<file path="src/rtl/stage_sequencer.sv">
// Multi-cycle stage controller: sequences FETCH..WRITEBACK, owns the imem/dmem
// request handshakes, halt/bus-fault detection and the cycle/retired counters.
module stage_sequencer #(
    parameter int unsigned MEM_TIMEOUT = 255,
    parameter int unsigned COUNT_WIDTH = 32
) (
    input  logic                   clock,
    input  logic                   reset,
    input  logic                   run,
    input  logic                   imem_ready,
    input  logic                   dmem_ready,
    input  logic                   is_mem_op,
    input  logic                   is_halt,
    output logic [2:0]             stage,
    output logic                   is_fetch_stage,
    output logic                   is_decode_stage,
    output logic                   is_execute_stage,
    output logic                   is_memory_stage,
    output logic                   is_writeback_stage,
    output logic                   imem_req,
    output logic                   dmem_req,
    output logic                   halted,
    output logic                   bus_fault,
    output logic [COUNT_WIDTH-1:0] cycle_count,
    output logic [COUNT_WIDTH-1:0] retired_count
);

    // Wait counter only needs to reach MEM_TIMEOUT-1 before the fault fires.
    localparam int unsigned WAIT_W = (MEM_TIMEOUT < 2) ? 1 : $clog2(MEM_TIMEOUT + 1);
    localparam bit TIMEOUT_EN = (MEM_TIMEOUT != 0);
    localparam logic [WAIT_W-1:0] LAST_WAIT =
        (MEM_TIMEOUT == 0) ? '0 : WAIT_W'(MEM_TIMEOUT - 1);

    // HALTED and FAULT share encoding 7; the sticky flags tell them apart.
    typedef enum logic [2:0] {
        ST_FETCH       = 3'd0,
        ST_FETCH_WAIT  = 3'd1,
        ST_DECODE      = 3'd2,
        ST_EXECUTE     = 3'd3,
        ST_MEMORY      = 3'd4,
        ST_MEMORY_WAIT = 3'd5,
        ST_WRITEBACK   = 3'd6,
        ST_STOPPED     = 3'd7
    } state_t;

    state_t                 state_q, state_d;
    logic [WAIT_W-1:0]      wait_cnt_q, wait_cnt_d;
    logic                   halted_q, halted_d;
    logic                   bus_fault_q, bus_fault_d;
    logic [COUNT_WIDTH-1:0] cycle_q, cycle_d;
    logic [COUNT_WIDTH-1:0] retired_q, retired_d;
    logic                   timeout_hit;

    assign timeout_hit = TIMEOUT_EN && (wait_cnt_q == LAST_WAIT);

    always_ff @(posedge clock) begin
        if (reset) begin
            state_q     <= ST_FETCH;
            wait_cnt_q  <= '0;
            halted_q    <= 1'b0;
            bus_fault_q <= 1'b0;
            cycle_q     <= '0;
            retired_q   <= '0;
        end else begin
            state_q     <= state_d;
            wait_cnt_q  <= wait_cnt_d;
            halted_q    <= halted_d;
            bus_fault_q <= bus_fault_d;
            cycle_q     <= cycle_d;
            retired_q   <= retired_d;
        end
    end

    always_comb begin
        state_d     = state_q;
        wait_cnt_d  = wait_cnt_q;
        halted_d    = halted_q;
        bus_fault_d = bus_fault_q;

        case (state_q)
            ST_FETCH: begin
                if (run) begin
                    state_d    = ST_FETCH_WAIT;
                    wait_cnt_d = '0;
                end
            end
            ST_FETCH_WAIT: begin
                // Ready on the final allowed wait cycle still wins over the fault.
                if (imem_ready) begin
                    state_d = ST_DECODE;
                end else if (timeout_hit) begin
                    state_d     = ST_STOPPED;
                    bus_fault_d = 1'b1;
                end else begin
                    wait_cnt_d = wait_cnt_q + WAIT_W'(1);
                end
            end
            ST_DECODE: begin
                if (is_halt) begin
                    state_d  = ST_STOPPED;
                    halted_d = 1'b1;
                end else begin
                    state_d = ST_EXECUTE;
                end
            end
            ST_EXECUTE: begin
                state_d = is_mem_op ? ST_MEMORY : ST_WRITEBACK;
            end
            ST_MEMORY: begin
                state_d    = ST_MEMORY_WAIT;
                wait_cnt_d = '0;
            end
            ST_MEMORY_WAIT: begin
                if (dmem_ready) begin
                    state_d = ST_WRITEBACK;
                end else if (timeout_hit) begin
                    state_d     = ST_STOPPED;
                    bus_fault_d = 1'b1;
                end else begin
                    wait_cnt_d = wait_cnt_q + WAIT_W'(1);
                end
            end
            ST_WRITEBACK: begin
                state_d = ST_FETCH;
            end
            default: begin
                state_d = ST_STOPPED;
            end
        endcase
    end

    // The cycle that enters the terminal state still counts; the terminal state does not.
    always_comb begin
        cycle_d   = cycle_q;
        retired_d = retired_q;
        if (state_q != ST_STOPPED) begin
            cycle_d = cycle_q + COUNT_WIDTH'(1);
        end
        if (state_q == ST_WRITEBACK) begin
            retired_d = retired_q + COUNT_WIDTH'(1);
        end
    end

    // Strobes are forced low while reset is held, regardless of the registered state.
    always_comb begin
        is_fetch_stage     = !reset && (state_q == ST_FETCH);
        is_decode_stage    = !reset && (state_q == ST_DECODE);
        is_execute_stage   = !reset && (state_q == ST_EXECUTE);
        is_memory_stage    = !reset && (state_q == ST_MEMORY);
        is_writeback_stage = !reset && (state_q == ST_WRITEBACK);
        imem_req           = !reset && (state_q == ST_FETCH) && run;
        dmem_req           = !reset && (state_q == ST_MEMORY);
    end

    assign stage         = state_q;
    assign halted        = halted_q;
    assign bus_fault     = bus_fault_q;
    assign cycle_count   = cycle_q;
    assign retired_count = retired_q;

endmodule
</file>
<file path="config.mk">
export PLATFORM = sky130hd
export DESIGN_NAME = stage_sequencer
export DESIGN_NICKNAME = d
export VERILOG_FILES = /design/src/rtl/stage_sequencer.sv
export SDC_FILE = /design/constraint.sdc
export NUM_CORES = 1
export LEC_CHECK = 0
export BUFFER_PORTS_ARGS = -buffer_cell sky130_fd_sc_hd__buf_2
export CAP_MARGIN = 20
export CORE_MARGIN = 10
export CORE_UTILIZATION = 55
export DETAILED_ROUTE_END_ITERATION = 10
export GPL_TIMING_DRIVEN = 0
export PLACE_DENSITY = 0.8
export SLEW_MARGIN = 20
export SYNTH_ARGS = -nofsm -noshare
export SYNTH_HDL_FRONTEND = slang
export SYNTH_SLANG_ARGS = --single-unit
</file>
<file path="constraint.sdc">
create_clock -name clock -period 3.8 [get_ports clock]
set_input_delay 0.38 -clock clock [delete_from_list [all_inputs] [get_ports clock]]
set_output_delay 0.38 -clock clock [all_outputs]
set_load 0.01 [all_outputs]
</file>
==> impl_metrics.csv <==
group,metric,value,unit
routing,drt_pass1_iterations,4,
critical_path,arrival,2190,ps
sta,finalCritPeriodShare,67.6,%
global_route,overflow,0,
critical_path,crit_type,"primary input to primary output",
global_route,grt_pass1_wl,18300,um
die,die_area,11000,um2
synthesis,synth_edf_count,0,
routing,routed_wl,10900,um
die,die_w,105,um
sta,finalSetupTns,0,ps
power,p_int,1230,uW
sta,period_minus_slack,2570,ps
sta,fin_hold_ws,384,ps
cts,htreeDepth,3,
critical_path,rr_startpoint,"retired_count[4]",
cts,hold_buffers,0,
cts,clkSinkCount,77,
routing,vias,4057,
cts,clock_path_buffers,2,
die,die_h,105,um
cts,clk_pin_slew,70,ps
worst_hold_path,hold_path.class,"primary input to flip-flop",
die,core,6910,um2
sta,rsz0062_at_grt,"false",
power,p_leak,0.00179,uW
synthesis,synthCells,480,
cells_and_area,diodes,0,
global_route,gr-max-usage-layer,"met2",
power,clkPwrFrac,42.7,%
critical_path,critPathLaunchType,"primary input",
cells_and_area,fillers,631,
synthesis,synth_seq_cells,77,
synthesis,synth_seq_area_share,38.7,%
synthesis,netlist_top_cells_area,"dfxtp_1 39%, a21oi_1 5.3%, or4_1 5.1%, o31ai_1 4.3%, nand4_1 4.2%",
global_route,use_met2,31.2,%
global_route,use_met1,24.0,%
critical_path,crit_required,3420,ps
routing,antenna_left,0,
power,finalPower,1590,uW
global_route,antenna_found_initial,0,
sta,hold_viol,0,
worst_hold_path,whs_path_depth,3,
routing,drt_iter0_markers,150,
synthesis,yosys.area.top_type,"dfxtp_1",
cts,clockRootBuffer,"clkbuf_8",
synthesis,synth_top_area_share,38.7,%
cts,cts_resized,0,
cts,cts_made_buffers,9,
global_route,met3_usage,4.79,%
sta,max_freq,0.389,GHz
die,start_util,57.7,%
place,place.gp.congestion,0.932,
die,fp-row-count,30,
synthesis,yosysUniqueCellTypes,46,
synthesis,synth-main-ff-cell,"dfxtp_1",
power,vdd_drop_max,192,uV
cts,postCtsSetupBuffers,0,
sta,worst_slack,1230,ps
status,status,"complete, no violations",
synthesis,yosys_warnings,0,
sta,finalMaxSlewViolations,0,
cells_and_area,final_core_util,68.4,%
sta,setup_viol,0,
global_route,grt_pass1_vias,3898,
power,switchingPower,365,uW
synthesis,syn_nets,491,
critical_path,cp-startpoint,"reset",
cells_and_area,drive_gt1_share,19.8,%
critical_path,r2r_cells,7,
synthesis,avgSynthCellArea,8.30,um2
routing,via_per_inst,6.03,
synthesis,netlist_area,3980,um2
place,dp_slack,1190,ps
power,pwr-share-seq,51.5,%
cells_and_area,area_growth,18.7,%
cells_and_area,seq_area,1540,um2
place,portBuffers,82,
routing,wl_per_cell,16.2,um
cts,cts_tree,"yes",
run,maxCapViolations,0,
power,pwr-share-comb,5.8,%
cells_and_area,multiInputGateArea,2250,um2
global_route,track_usage,19.2,%
worst_hold_path,min-delay-start,"dmem_ready",
synthesis,synth-async-reset-ratio,0,%
critical_path,worstPathMaxFanout,10,
sta,tightest_slew,631,ps
power,power.density,337,nW/um2
critical_path,cp-end-kind,"primary output",
cells_and_area,nets,584,
routing,drcViolationCount,0,
cts,clk_latency,350,ps
sta,relSlewSlack,57.9,%
place,hpwl,8130,um
power,swShare,22.9,%
sta,skew,11.3,ps
die,pin_count,83,
global_route,grt_max_degree,13,
[metal layers]
metal	part of all wire, %	routed length, um
met1	45	4870
met3	6.9	747
met2	47	5100
met4	1.4	157
met5	0	0
[synthesized netlist by cell type, types with 2 or more instances]
cell,instances
a21boi_0,4
a21oi_1,42
a31o_2,2
a31oi_1,4
and2_1,7
and3_1,10
and4_1,8
buf_1,4
buf_6,2
clkbuf_1,28
dfxtp_1,77
ha_1,4
inv_1,11
mux2_2,8
mux2i_1,5
nand2_1,23
nand2b_1,7
nand3_1,24
nand4_1,27
nand4b_1,2
nor2_1,36
nor2b_1,10
nor3_1,4
nor4_1,13
o21ai_0,18
o31ai_1,23
o41ai_1,3
or2_2,2
or3_1,13
or4_1,27
or4b_1,2
xnor2_1,6
xor2_1,11
[cell families after synthesis]
kind of cell | count (synthesis) | synth area share (%)
flip-flops | 77 | 38.7
buffers and inverters | 46 | 4.81
multiplexers | 13 | 3.52
AND/OR/NAND/NOR | 220 | 32.1
AO/OA/AOI/OAI | 103 | 15.9
XOR/XNOR | 17 | 3.74
adder cells (fa/ha/maj) | 4 | 1.26
[state kept, by name, indices dropped and copies added (netlist names)]
| register | flops |
|---|---|
| stage | 3 |
| retired_count | 32 |
| halted | 1 |
| wait_cnt_q | 8 |
| bus_fault | 1 |
| cycle_count | 32 |
[critical path, stage by stage]
cell	delay, ps
buf_2	100
clkbuf_1	380
clkbuf_1	430
buf_1	480
nor3_1	130
buf_4	160
buf_2	130
[through the flow]
stage | instances | cell area, um2
after global placement | 658 | 4510
after global routing | 673 | 4730
after CTS | 673 | 4730
after detailed placement | 658 | 4510
final | 673 | 4730
after floorplan | 480 | 3980
[cell usage in the layout (no fill, tap or decap), types with 13 or more instances in the layout]
master	netlist	layout
buf_2	0	82
dfxtp_1	77	77
a21oi_1	42	42
nor2_1	36	36
clkbuf_1	28	29
nand4_1	27	27
or4_1	27	27
nand3_1	24	24
nand2_1	23	23
o31ai_1	23	23
o21ai_0	18	18
nor4_1	13	13
or3_1	13	13
[final timing paths]
path                  endpoint  slack [ps]
max            is_memory_stage        1230
min                   stage[0]         380
max reg2reg  retired_count[18]        1450
min reg2reg             halted         480
[area by class of cell]
type,instances,area share (%)
Timing Repair Buffer,82,8.68
Inverter,11,0.873
Clock inverter,4,1.54
Tap cell,96,2.54
Multi-Input combinational cell,357,47.6
Clock buffer,11,2.99
Sequential cell,77,32.6
Buffer,35,3.18
[power groups by stage]
stage | clock network, uW | logic [uW] | registers, uW
final | 680 | 92.9 | 820
after detailed placement | 0 | 92.3 | 839
after CTS | 689 | 92.8 | 820
after global placement | 0 | 90.9 | 839
after global routing | 726 | 104 | 821
after floorplan | 0 | 58.7 | 840
Note: power is estimated with default switching activity, not from simulation.
